**config.mk**
```make
export PLATFORM = sky130hd
export DESIGN_NAME = axis_sa_transpose
export DESIGN_NICKNAME = d
export VERILOG_FILES = /design/src/rtl/axis_sa_transpose.sv
export SDC_FILE = /design/constraint.sdc
export NUM_CORES = 1
export LEC_CHECK = 0
export CAP_MARGIN = 10
export CORE_ASPECT_RATIO = 0.6
export CORE_MARGIN = 10
export CORE_UTILIZATION = 55
export CTS_CLUSTER_DIAMETER = 150
export DETAILED_ROUTE_END_ITERATION = 12
export PLACE_DENSITY_LB_ADDON = 0.08
export SKIP_CTS_REPAIR_TIMING = 1
export SLEW_MARGIN = 25
export SYNTH_ARGS = -nofsm -noshare
export SYNTH_HDL_FRONTEND = slang
export SYNTH_SLANG_ARGS = --single-unit
```
**constraint.sdc**
```tcl
create_clock -name clk -period 8.93 [get_ports clk]
set_input_delay 1.3395 -clock clk [delete_from_list [all_inputs] [get_ports clk]]
set_output_delay 1.3395 -clock clk [all_outputs]
set_load 0.05 [all_outputs]
```
**src/rtl/axis_sa_transpose.sv**
```systemverilog
// axis_sa_transpose: buffers column-ordered R x C result tiles in a ping-pong pair of banks
// and re-emits each tile row-major, one beat per row.
module axis_sa_transpose #(
  parameter int R  = 2,
  parameter int C  = 2,
  parameter int WY = 11
) (
  input  logic            clk,
  input  logic            rstn,
  input  logic            s_valid,
  output logic            s_ready,
  input  logic            s_last,
  input  logic [R*WY-1:0] s_data,
  output logic            m_valid,
  input  logic            m_ready,
  output logic            m_last,
  output logic [C*WY-1:0] m_data,
  output logic            err_last
);
  localparam int CW = C > 1 ? $clog2(C) : 1;
  localparam int RW = R > 1 ? $clog2(R) : 1;
  logic [WY-1:0] bank [2][R][C];
  logic [1:0]    full, full_nxt;
  logic          wb, rb, alive, wr, rd, col_end, row_end;
  logic [CW-1:0] col;
  logic [RW-1:0] row;
  assign s_ready = alive & ~full[wb];
  assign m_valid = full[rb];
  assign m_last  = m_valid & row_end;
  assign wr      = s_valid & s_ready;
  assign rd      = m_valid & m_ready;
  assign col_end = col == CW'(C - 1);
  assign row_end = row == RW'(R - 1);
  // Fill and drain touch different banks, so both flag updates can land in one cycle.
  always_comb begin
    full_nxt = full;
    if (wr && col_end) full_nxt[wb] = 1'b1;
    if (rd && row_end) full_nxt[rb] = 1'b0;
  end
  always_ff @(posedge clk or negedge rstn)
    if (!rstn) begin
      alive    <= 1'b0;
      full     <= '0;
      wb       <= 1'b0;
      rb       <= 1'b0;
      col      <= '0;
      row      <= '0;
      err_last <= 1'b0;
    end else begin
      alive <= 1'b1;
      full  <= full_nxt;
      if (wr) begin
        wb  <= wb ^ col_end;
        col <= col_end ? '0 : col + 1'b1;
        if (s_last != col_end) err_last <= 1'b1;
      end
      if (rd) begin
        rb  <= rb ^ row_end;
        row <= row_end ? '0 : row + 1'b1;
      end
    end
  always_ff @(posedge clk)
    if (wr) for (int r = 0; r < R; r++) bank[wb][r][col] <= s_data[r*WY +: WY];
  // Bank storage is never reset, so the output is gated to zero while no tile is ready.
  always_comb begin
    m_data = '0;
    for (int c = 0; c < C; c++) m_data[c*WY +: WY] = m_valid ? bank[rb][row][c] : '0;
  end
endmodule

```
# Word level (Yosys, flattened, before mapping)
# Memory sizes are Yosys's and may differ from the RTL's.
# Index checks and enable logic that the tools add are counted.
word_totals:
  ff_bits: 8
  mem_bits_rw: 88
  input_bits: 27
  out_inout_bits: 26
  elab_cells: 57
  mem_count: 1
classes:
  addsub: 2
  n_lt_le_gt_ge: 7
  eq_ne: 1
  muxes: 21
  n_bitwise: 12
  n_reduce_logical: 6
mem_list:
  columns: ["memory", "depth", "word_bits", "rd", "rd_clocked_by_memory_dff", "write_ports", "line", "text"]
  rows:
  - ["bank", 2, 44, 1, 0, 1, "22", "logic [WY-1:0] bank [2][R][C];"]
op_table:
  columns: ["cell", "n"]
  rows:
  - ["$mux W22", 4]
  - ["$mux W11", 3]
  - ["$demux W11 S1", 1]
  - ["$mux W1", 9]
  - ["$logic_and A1 B1 Y1", 5]
  - ["$and A1 B1 Y1", 4]
  - ["$ge A2 B2 Y1 const B", 2]
  - ["$lt A1 B2 Y1 const B", 2]
  - ["$mux W2", 2]
  - ["$not A1 Y2", 2]
  - ["$add A1 B1 Y1 const B", 2]
  - ["$and A2 B2 Y2", 1]
  - ["$demux W1 S1", 2]
  - ["$ge A1 B1 Y1 const B", 2]
  - ["$lt A2 B1 Y1 const B", 1]
  - ["$not A2 Y2", 1]
  - ["$or A2 B2 Y2", 1]
  - ["$reduce_and A2 Y1", 1]
  - ["$xor A1 B1 Y1", 2]
  - ["$ne A1 B1 Y1", 1]
  - ["$not A1 Y1", 1]

# Longest topological paths before layout
# Gate-level depths: netlist of run 1.
depth:
  depth_word: 9
  depth_mapped: 5

# Worst setup path before layout of run 1
# No wires, ideal clock.
synth_timing:
  path_type: "in2reg"
  from: "in s_valid"
  to: "mem bank[0][11] in the netlist's numbering, enable pin"
  setup_ns: 0.433
  t_arrival_ns: 3.219
  slack_ns: 5.278
  cell_stages: 2
  n_path_buf: 0
  path_cell_list: "and3_1 -> nor3b_1"
synth_between:
  elab_chain_cells: 3
synth_rtl:
  columns: ["item", "line", "text"]
  rows:
  - ["start, declared", "10", "input logic s_valid,"]
  - ["$and A1 B1 Y1", "30", "assign wr = s_valid & s_ready;"]
  - ["$mux W1", "63", "if (wr) for (int r = 0; r < R; r++) bank[wb][r][col] <= s_data[r*WY +: WY];"]
  - ["$mux W22 (implied by the code)", "63", null]
  - ["end, declared", "22", null]
# No other way between the ends.

# Final worst setup path of run 1
layout_timing:
  from: "reg rb"
  to: "out m_data[9]"
layout_between:
  elab_chain_cells: 5
layout_rtl:
  columns: ["item", "line", "text"]
  rows:
  - ["start, declared", "24", "logic wb, rb, alive, wr, rd, col_end, row_end;"]
  - ["start signal, assigned", "58", "rb <= rb ^ row_end;"]
  - ["$mem_v2 Z2 W44", null, null]
  - ["$mux W22", null, null]
  - ["$mux W22 (implied by the code) (2 in series)", "67", "for (int c = 0; c < C; c++) m_data[c*WY +: WY] = m_valid ? bank[rb][row][c] : '0;"]
  - ["$mux W11 *", "67", null]
  - ["end, declared", "17", "output logic [C*WY-1:0] m_data,"]
# Every way passes the cells marked *; elsewhere a longest branch is shown, timed or not. The select of a mux whose other input is x is not followed.

==> impl_metrics.csv, run 1 <==
group,metric,value,unit
placement,dp_slack,4.94,ns
synthesis,syn_inst,177,
drt,ant_nets,0,
synthesis,synthTopCellsByArea,"edfxtp_1 71%, mux4_2 11%, dfrtp_1 5.4%",
synthesis,synth_edf_count,88,
clocking,clockBufferDepth,2,
drt,drc,0,
drt,met2_length,3.49,mm
drt,routedLengthMet1,2.84,mm
sta,fin_setup_tns,0,ns
global_route,grt_use_total,13.1,%
clocking,tritoncts,"done",
placement,placed_area,4330,µm²
drt,vias,1787,
clocking,h-tree-depth,3,
drt,wl_met3,307,µm
synthesis,synthArstFlopShare,8.33,%
worst_hold_path,whs_path_depth,1,
drt,routedWlPerCell,20.5,µm
pwr,power.density,321,nW/µm²
drt,drt_wl_total,6.72,mm
sta,fmax,0.233,GHz
floorplanning,core-area,6620,µm²
synthesis,synth_commonest_cells,"88 x edfxtp_1, 24 x and2_1, 18 x mux4_2",
sta,rsz0062_at_grt,"false",
synthesis,synth_most_common_cell,"edfxtp_1",
cells_and_area,syn_to_final_growth,23.4,%
cells_and_area,antenna_cells,0,
global_route,grt_pass1_vias,1952,
drt,first_iter_violations,138,
placement,io_buffers,52,
clocking,cts_buffers,9,
synthesis,yosysWarnings,0,
pwr,irDropWorstVdd,0.215,mV
critical_path,critPathTopFamily,"buffers and inverters",
placement,place_hpwl,4.36,mm
sta,slew_violations,0,
clocking,clock_sinks,96,
critical_path,rr_worst_depth,3,
flow_run,cap_violations,0,
sta,hold_viol,0,
floorplanning,io_pins,53,
critical_path,cp_num_buf_inv,2,
critical_path,cp.depth,4,
floorplanning,row_count,23,
clocking,path_clk_slew,0.06,ns
critical_path,startpoint_type,"register",
sta,setup_viol,0,
global_route,grt_first_pass_wirelength,10.7,mm
synthesis,synth_area,3730,µm²
cells_and_area,drive_above_1_share,17.4,%
clocking,root_buffer,"clkbuf_16",
pwr,p_leak,1.54,nW
clocking,clkLatencyLatePin,0.33,ns
synthesis,yosys.area.top_type_share,70.8,%
cells_and_area,fin_area,4600,µm²
sta,tightest_slew,0.915,ns
sta,hold_slack,0.483,ns
worst_hold_path,hold_class,"reg -> reg",
synthesis,synth_flop_cell,"edfxtp_1",
critical_path,slowest_stage,"clkdlybuf4s50_1",
cells_and_area,final_nets,263,
sta,slew_headroom,38.6,%
critical_path,cp-end-kind,"output pin",
synthesis,syn-num-nets,204,
sta,fin_ws,4.63,ns
floorplanning,die_w,126,µm
global_route,grt_max_degree,28,
global_route,antenna_found_initial,0,
floorplanning,start_util,56.4,%
status,status,"completed",
sta,period_needed,4.30,ns
synthesis,yosysUniqueCellTypes,28,
global_route,overflow,0,
floorplanning,die_h,83.8,µm
critical_path,cp_slowest_stage_delay,0.82,ns
critical_path,cp.arrival,2.96,ns
critical_path,required,7.59,ns
sta,clock_skew,0.00535,ns
drt,drt_pass1_iterations,4,
drt,maxUsedRoutingLayer,"met4",
placement,place.gp.congestion,0.725,
floorplanning,dieArea,10600,µm²
critical_path,cp_max_fo,25,
drt,viasPerCell,5.45,
critical_path,path_cells,"buf_4, mux2_2, and2_1, clkdlybuf4s50_1",
synthesis,ys_ff_latch,96,
sta,fin_crit_sh,48.1,%
synthesis,synth_top_area_cell,"edfxtp_1",
critical_path,crit_type,"reg -> out",
synthesis,yosysSeqAreaShare,76.2,%
pwr,p_total,1.48,mW
synthesis,syn_avg_cell_area,21.1,µm²
-- power breakdown --
group	leakage (nW)	switching, mW	internal [mW]	total, mW
combinational	0.518	0.309	0.224	0.533
clock	0.133	0.155	0.188	0.344
sequential	0.889	0.0556	0.546	0.602
-- layer usage --
| metal | vias to the layer above | track usage (%) |
|---|---|---|
| li1 | 822 | - |
| met1 | 910 | 15.3 |
| met2 | 47 | 21.9 |
| met3 | 8 | 4.57 |
| met4 | 0 | 4.63 |
| met5 | - | 0 |
-- cell families after synthesis --
logic type | Yosys count | share of synthesized area [%]
AOI/OAI and AO/OA | 6 | 0.939
xor gates and xnor gates | 3 | 0.704
buffers and inverters | 11 | 2.18
DFF | 96 | 76.2
muxes | 24 | 14.3
other | 1 | 0.101
and+or+nand+nor | 36 | 5.63
-- cell type report --
type | count | area [µm²]
well taps | 87 | 109
multi-input cells | 70 | 817
clock inverters | 7 | 47.5
inverters | 3 | 11.3
flip-flops and latches | 96 | 2840
clock buffers | 9 | 225
repair buffers | 56 | 551
fillers | 428 | 2010
-- sequential cells by signal, summed over array words and instances (netlist names) --
register and count:
alive 1, bank 88, full 2, rb 1
col 1, err_last 1, row 1, wb 1
-- through the flow --
stage               utilization [%]  cells
floorplan                         -    177
global placement               65.4    312
detailed placement             65.4    312
CTS                            69.5    328
global route                   69.6    328
finish                         69.6    328
-- worst paths after layout --
| check | slack, ns | startpoint | to |
|---|---|---|---|
| setup / recovery | 4.63 | rb$_DFFE_PN0N_ | m_data[9] |
| hold / removal | 0.48 | err_last$_DFFE_PN0P_ | err_last$_DFFE_PN0P_ |
| setup reg to reg | 6.91 | col$_DFFE_PN0N_ | bank[0][25]$_DFFE_PP_ |
| hold reg to reg | 0.48 | err_last$_DFFE_PN0P_ | err_last$_DFFE_PN0P_ |
| max in group asynchronous | 7.36 | rstn | row$_DFFE_PN0N_ |
| min in group asynchronous | 1.28 | rstn | err_last$_DFFE_PN0P_ |
-- placed cells by master (no fill, tap or decap), types with 2 or more instances in the layout --
cell type,n
edfxtp_1,88
clkdlybuf4s50_1,52
and2_1,24
mux4_2,18
clkbuf_16,9
dfrtp_1,7
nand2_1,4
mux4_1,4
buf_4,4
o21ai_0,2
clkinv_1,2
inv_1,2
nor2_2,2
and3_1,2
xnor2_1,2
clkinv_2,2
clkinv_4,2
Power figures use the tool's default switching activity.
==> inputs of run 2 (changes only) <==
--- a/config.mk
+++ b/config.mk
@@ -8,7 +8,7 @@
 export CAP_MARGIN = 10
 export CORE_ASPECT_RATIO = 0.6
 export CORE_MARGIN = 10
-export CORE_UTILIZATION = 55
+export CORE_UTILIZATION = 54
 export CTS_CLUSTER_DIAMETER = 150
 export DETAILED_ROUTE_END_ITERATION = 12
 export PLACE_DENSITY_LB_ADDON = 0.08
==> constraint.sdc (replaced) <==
create_clock -name clk -period 4 [get_ports clk]
set_input_delay 0.6 -clock clk [delete_from_list [all_inputs] [get_ports clk]]
set_output_delay 0.6 -clock clk [all_outputs]
set_load 0.05 [all_outputs]
==> impl_metrics.csv, run 2 (synthesized netlist as in run 1, its figures left out) <==
group,metric,value,unit
status,status,"completed",
sta,slew_violations,0,
placement,place.gp.congestion,0.753,
drt,ant_nets,0,
drt,maxUsedRoutingLayer,"met4",
critical_path,regToRegSetupSlack,1.95,ns
sta,tightest_slew,0.929,ns
critical_path,cp_max_fo,26,
global_route,grt_use_total,13.0,%
drt,first_iter_violations,151,
sta,clock_skew,0.00972,ns
sta,hold_viol,0,
floorplanning,io_pins,53,
critical_path,crit_type,"reg -> out",
cells_and_area,antenna_cells,0,
drt,met2_length,3.29,mm
floorplanning,die_w,127,µm
flow_run,cap_violations,0,
sta,fmax,0.310,GHz
worst_hold_path,whs_path_depth,1,
critical_path,cp-end-kind,"output pin",
clocking,cts_buffers,9,
critical_path,r2r_start,"col$_DFFE_PN0N_",
floorplanning,die_h,84.4,µm
critical_path,required,3.40,ns
cells_and_area,largest_reg_flops,88,
critical_path,cp.arrival,2.63,ns
cells_and_area,final_nets,264,
sta,slew_headroom,38.0,%
placement,io_buffers,52,
cells_and_area,drive_above_1_share,17.8,%
placement,place_hpwl,4.27,mm
drt,viasPerCell,5.43,
drt,wl_met3,432,µm
critical_path,rr_worst_depth,3,
cells_and_area,layout_common_cells,"88 x edfxtp_1, 51 x clkdlybuf4s50_1, 24 x and2_1",
pwr,irDropWorstVdd,0.506,mV
global_route,grt_first_pass_wirelength,10.8,mm
sta,fin_setup_tns,0,ns
cells_and_area,final_common_cell,"edfxtp_1",
sta,rsz0062_at_grt,"false",
global_route,antenna_found_initial,0,
clocking,tritoncts,"done",
clocking,clkLatencyLatePin,0.33,ns
sta,period_needed,3.23,ns
drt,drt_wl_total,6.63,mm
critical_path,r2r_end,"bank[0][4]$_DFFE_PP_",
clocking,path_clk_slew,0.07,ns
critical_path,startpoint,"rb$_DFFE_PN0N_",
sta,fin_crit_sh,80.7,%
worst_hold_path,hold_class,"reg -> reg",
global_route,overflow,0,
drt,drt_pass1_iterations,4,
global_route,grt_pass1_vias,1920,
critical_path,crit_end,"m_data[12]",
drt,vias,1785,
drt,routedLengthMet1,2.82,mm
cells_and_area,fin_util,69.4,%
sta,setup_viol,0,
cells_and_area,reg.largest.list,"bank: 88 flops, full: 2 flops",
cells_and_area,syn_to_final_growth,24.8,%
clocking,root_buffer,"clkbuf_16",
floorplanning,row_count,23,
clocking,clock_sinks,96,
pwr,p_total,3.43,mW
drt,drc,0,
cells_and_area,regMostFlops,"bank",
global_route,grt_max_degree,28,
floorplanning,start_util,55.6,%
pwr,power.density,736,nW/µm²
clocking,h-tree-depth,3,
floorplanning,dieArea,10700,µm²
drt,routedWlPerCell,20.2,µm
floorplanning,core-area,6710,µm²
critical_path,startpoint_type,"register",
clocking,clockBufferDepth,2,
pwr,p_leak,1.58,nW
## run 2: final cells by class
class | count | area, µm²
Tap cell | 87 | 109
Fill cell | 421 | 2050
Multi-Input combinational cell | 70 | 817
Timing Repair Buffer | 57 | 556
Inverter | 3 | 11.3
Sequential cell | 96 | 2840
Clock inverter | 6 | 91.3
Clock buffer | 10 | 229
## run 2: stage by stage
step	std cells	instance area [µm²]	hold slack, ns	setup WS, ns
global placement	313	4340	0.437	1.12
floorplan	177	3730	0.304	1.09
global route	329	4660	0.487	0.537
CTS	329	4660	0.466	0.695
finish	329	4660	0.462	0.774
detailed placement	313	4340	0.451	1.07
## run 2: worst min path at each step
stage                               from              endpoint  slack (ns)
finish              err_last$_DFFE_PN0P_  err_last$_DFFE_PN0P_        0.46
global route        err_last$_DFFE_PN0P_  err_last$_DFFE_PN0P_        0.49
CTS                 err_last$_DFFE_PN0P_  err_last$_DFFE_PN0P_        0.47
detailed placement  err_last$_DFFE_PN0P_  err_last$_DFFE_PN0P_        0.45
global placement    err_last$_DFFE_PN0P_  err_last$_DFFE_PN0P_        0.44
floorplan                           rstn       alive$_DFF_PN0_        0.30
## run 2: worst max-delay path, cell delays in order (launching register included)
cell             delay, ns
dfrtp_1               0.34
buf_4                 0.39
mux2_2                0.51
and2_1                0.22
clkdlybuf4s50_1       0.81
## run 2: power by group
part	switching [mW]	total, mW	internal, mW	leakage [nW]
clock	0.344	0.895	0.551	0.157
combinational	0.761	1.26	0.504	0.532
sequential	0.0480	1.27	1.22	0.890
## run 2: per-layer routing
layer  GRT usage, %  vias up
met5              0        -
met1           16.4      888
met4           4.43        0
met3           4.33        9
met2           20.8       61
li1               -      827
==> inputs of run 3 (changes only) <==
==> constraint.sdc (replaced) <==
create_clock -name clk -period 3 [get_ports clk]
set_input_delay 0.45 -clock clk [delete_from_list [all_inputs] [get_ports clk]]
set_output_delay 0.45 -clock clk [all_outputs]
set_load 0.05 [all_outputs]
==> impl_metrics.csv, run 3 (synthesized netlist as in run 1, its figures left out) <==
group,metric,value,unit
sta,clock_skew,0.00858,ns
drt,drc,0,
global_route,grtUsageMet2,22.4,%
global_route,gr-usage-met3,4.77,%
cells_and_area,layout_common_cells,"88 x edfxtp_1, 28 x clkdlybuf4s50_1, 24 x and2_1, 24 x buf_12, 18 x mux4_2",
clocking,root_buffer,"clkbuf_16",
clocking,cts_buffers,9,
global_route,antenna_found_initial,0,
floorplanning,row_count,23,
drt,drt_pass1_iterations,4,
floorplanning,die_h,84.4,µm
critical_path,path_cells,"buf_4, mux2_2, and2_1, buf_12",
clocking,tritoncts,"done",
sta,slew_violations,0,
pwr,power.density,999,nW/µm²
sta,rsz0062_at_grt,"false",
cells_and_area,largest_reg_flops,88,
worst_hold_path,hold_class,"in -> async",
global_route,overflow,0,
floorplanning,die_w,127,µm
cells_and_area,fin_util,72.8,%
placement,io_buffers,52,
drt,first_iter_violations,236,
cells_and_area,reg.largest.list,"bank: 88 flops, full: 2 flops",
floorplanning,start_util,55.6,%
sta,fin_ws,0.479,ns
sta,period_needed,2.52,ns
drt,ant_nets,0,
cells_and_area,drive_above_1_share,27.0,%
sta,setup_viol,0,
drt,vias,1827,
sta,tightest_slew,0.496,ns
global_route,grt_max_degree,28,
placement,place_hpwl,4.79,mm
floorplanning,core-area,6710,µm²
clocking,clock_sinks,96,
sta,hold_viol,0,
clocking,path_clk_slew,0.06,ns
critical_path,cp-end-kind,"output pin",
drt,routedWlPerCell,21.7,µm
critical_path,required,2.55,ns
critical_path,cp_max_fo,26,
cells_and_area,final_nets,266,
critical_path,slowest_stage,"mux2_2",
critical_path,cp_slowest_stage_delay,0.59,ns
pwr,p_leak,1.69,nW
cells_and_area,syn_to_final_growth,30.8,%
cells_and_area,final_common_cell,"edfxtp_1",
cells_and_area,antenna_cells,0,
sta,slew_headroom,66.8,%
cells_and_area,regMostFlops,"bank",
flow_run,cap_violations,0,
global_route,top_usage_layer,"met2",
floorplanning,io_pins,53,
global_route,grt_use_met1,18.3,%
placement,dp_slack,0.795,ns
global_route,grt_pass1_vias,2045,
global_route,grt_use_total,14.2,%
critical_path,startpoint_type,"register",
clocking,clockBufferDepth,2,
critical_path,cp.arrival,2.07,ns
sta,fin_setup_tns,0,ns
drt,viasPerCell,5.52,
global_route,grt_first_pass_wirelength,11.8,mm
critical_path,crit_type,"reg -> out",
floorplanning,dieArea,10700,µm²
clocking,clkLatencyLatePin,0.33,ns
sta,fmax,0.397,GHz
clocking,h-tree-depth,3,
drt,drt_wl_total,7.18,mm
status,status,"completed",
placement,place.gp.congestion,0.781,
sta,fin_crit_sh,84.0,%
pwr,irDropWorstVdd,0.632,mV
[run 3: stage by stage]
stage	instance area (µm²)	std cells	hold slack [ns]	total power [mW]
floorplan	3730	177	0.154	2.97
global placement	4590	315	0.437	3.79
detailed placement	4590	315	0.451	3.83
CTS	4880	331	0.402	4.92
global route	4880	331	0.426	5.08
finish	4880	331	0.395	4.88
[run 3: per-layer routing]
metal	part of all wire, %	up-vias
li1	-	827
met1	44	940
met2	50	53
met3	5.6	7
met4	1.1	0
met5	0	-
[run 3: final cells by class]
cell class | instances | area (µm²)
Multi-Input combinational cell | 70 | 817
Inverter | 3 | 11.3
Clock inverter | 6 | 58.8
Timing Repair Buffer | 59 | 813
Clock buffer | 10 | 229
Tap cell | 87 | 109
Fill cell | 396 | 1820
Sequential cell | 96 | 2840
[run 3: final timing paths]
| kind | start | end | slack, ns | depth (start not counted) |
|---|---|---|---|---|
| setup / recovery | rb$_DFFE_PN0N_ | m_last | 0.48 | 4 |
| hold / removal | rstn | col$_DFFE_PN0N_ | 0.40 | 1 |
| setup reg to reg | wb$_DFFE_PN0N_ | bank[0][42]$_DFFE_PP_ | 1.26 | 4 |
| hold reg to reg | err_last$_DFFE_PN0P_ | err_last$_DFFE_PN0P_ | 0.46 | 1 |
| max in group asynchronous | rstn | full[0]$_DFF_PN0_ | 2.34 | 1 |
| min in group clk | err_last$_DFFE_PN0P_ | err_last$_DFFE_PN0P_ | 0.46 | 1 |
[run 3: critical path, delay by kind of cell (launching register included)]
family,cells,cell delay (ns)
flops,1,0.33
simple gates,1,0.27
mux,1,0.59
buf+inv,2,0.54
[run 3: where the power goes]
| group | internal (mW) | leakage [nW] | total, mW | switching, mW |
|---|---|---|---|---|
| Clock | 0.641 | 0.138 | 1.09 | 0.449 |
| Combinational | 0.980 | 0.659 | 2.10 | 1.12 |
| Sequential | 1.63 | 0.890 | 1.69 | 0.0643 |
| Total | 3.25 | 1.69 | 4.88 | 1.63 |
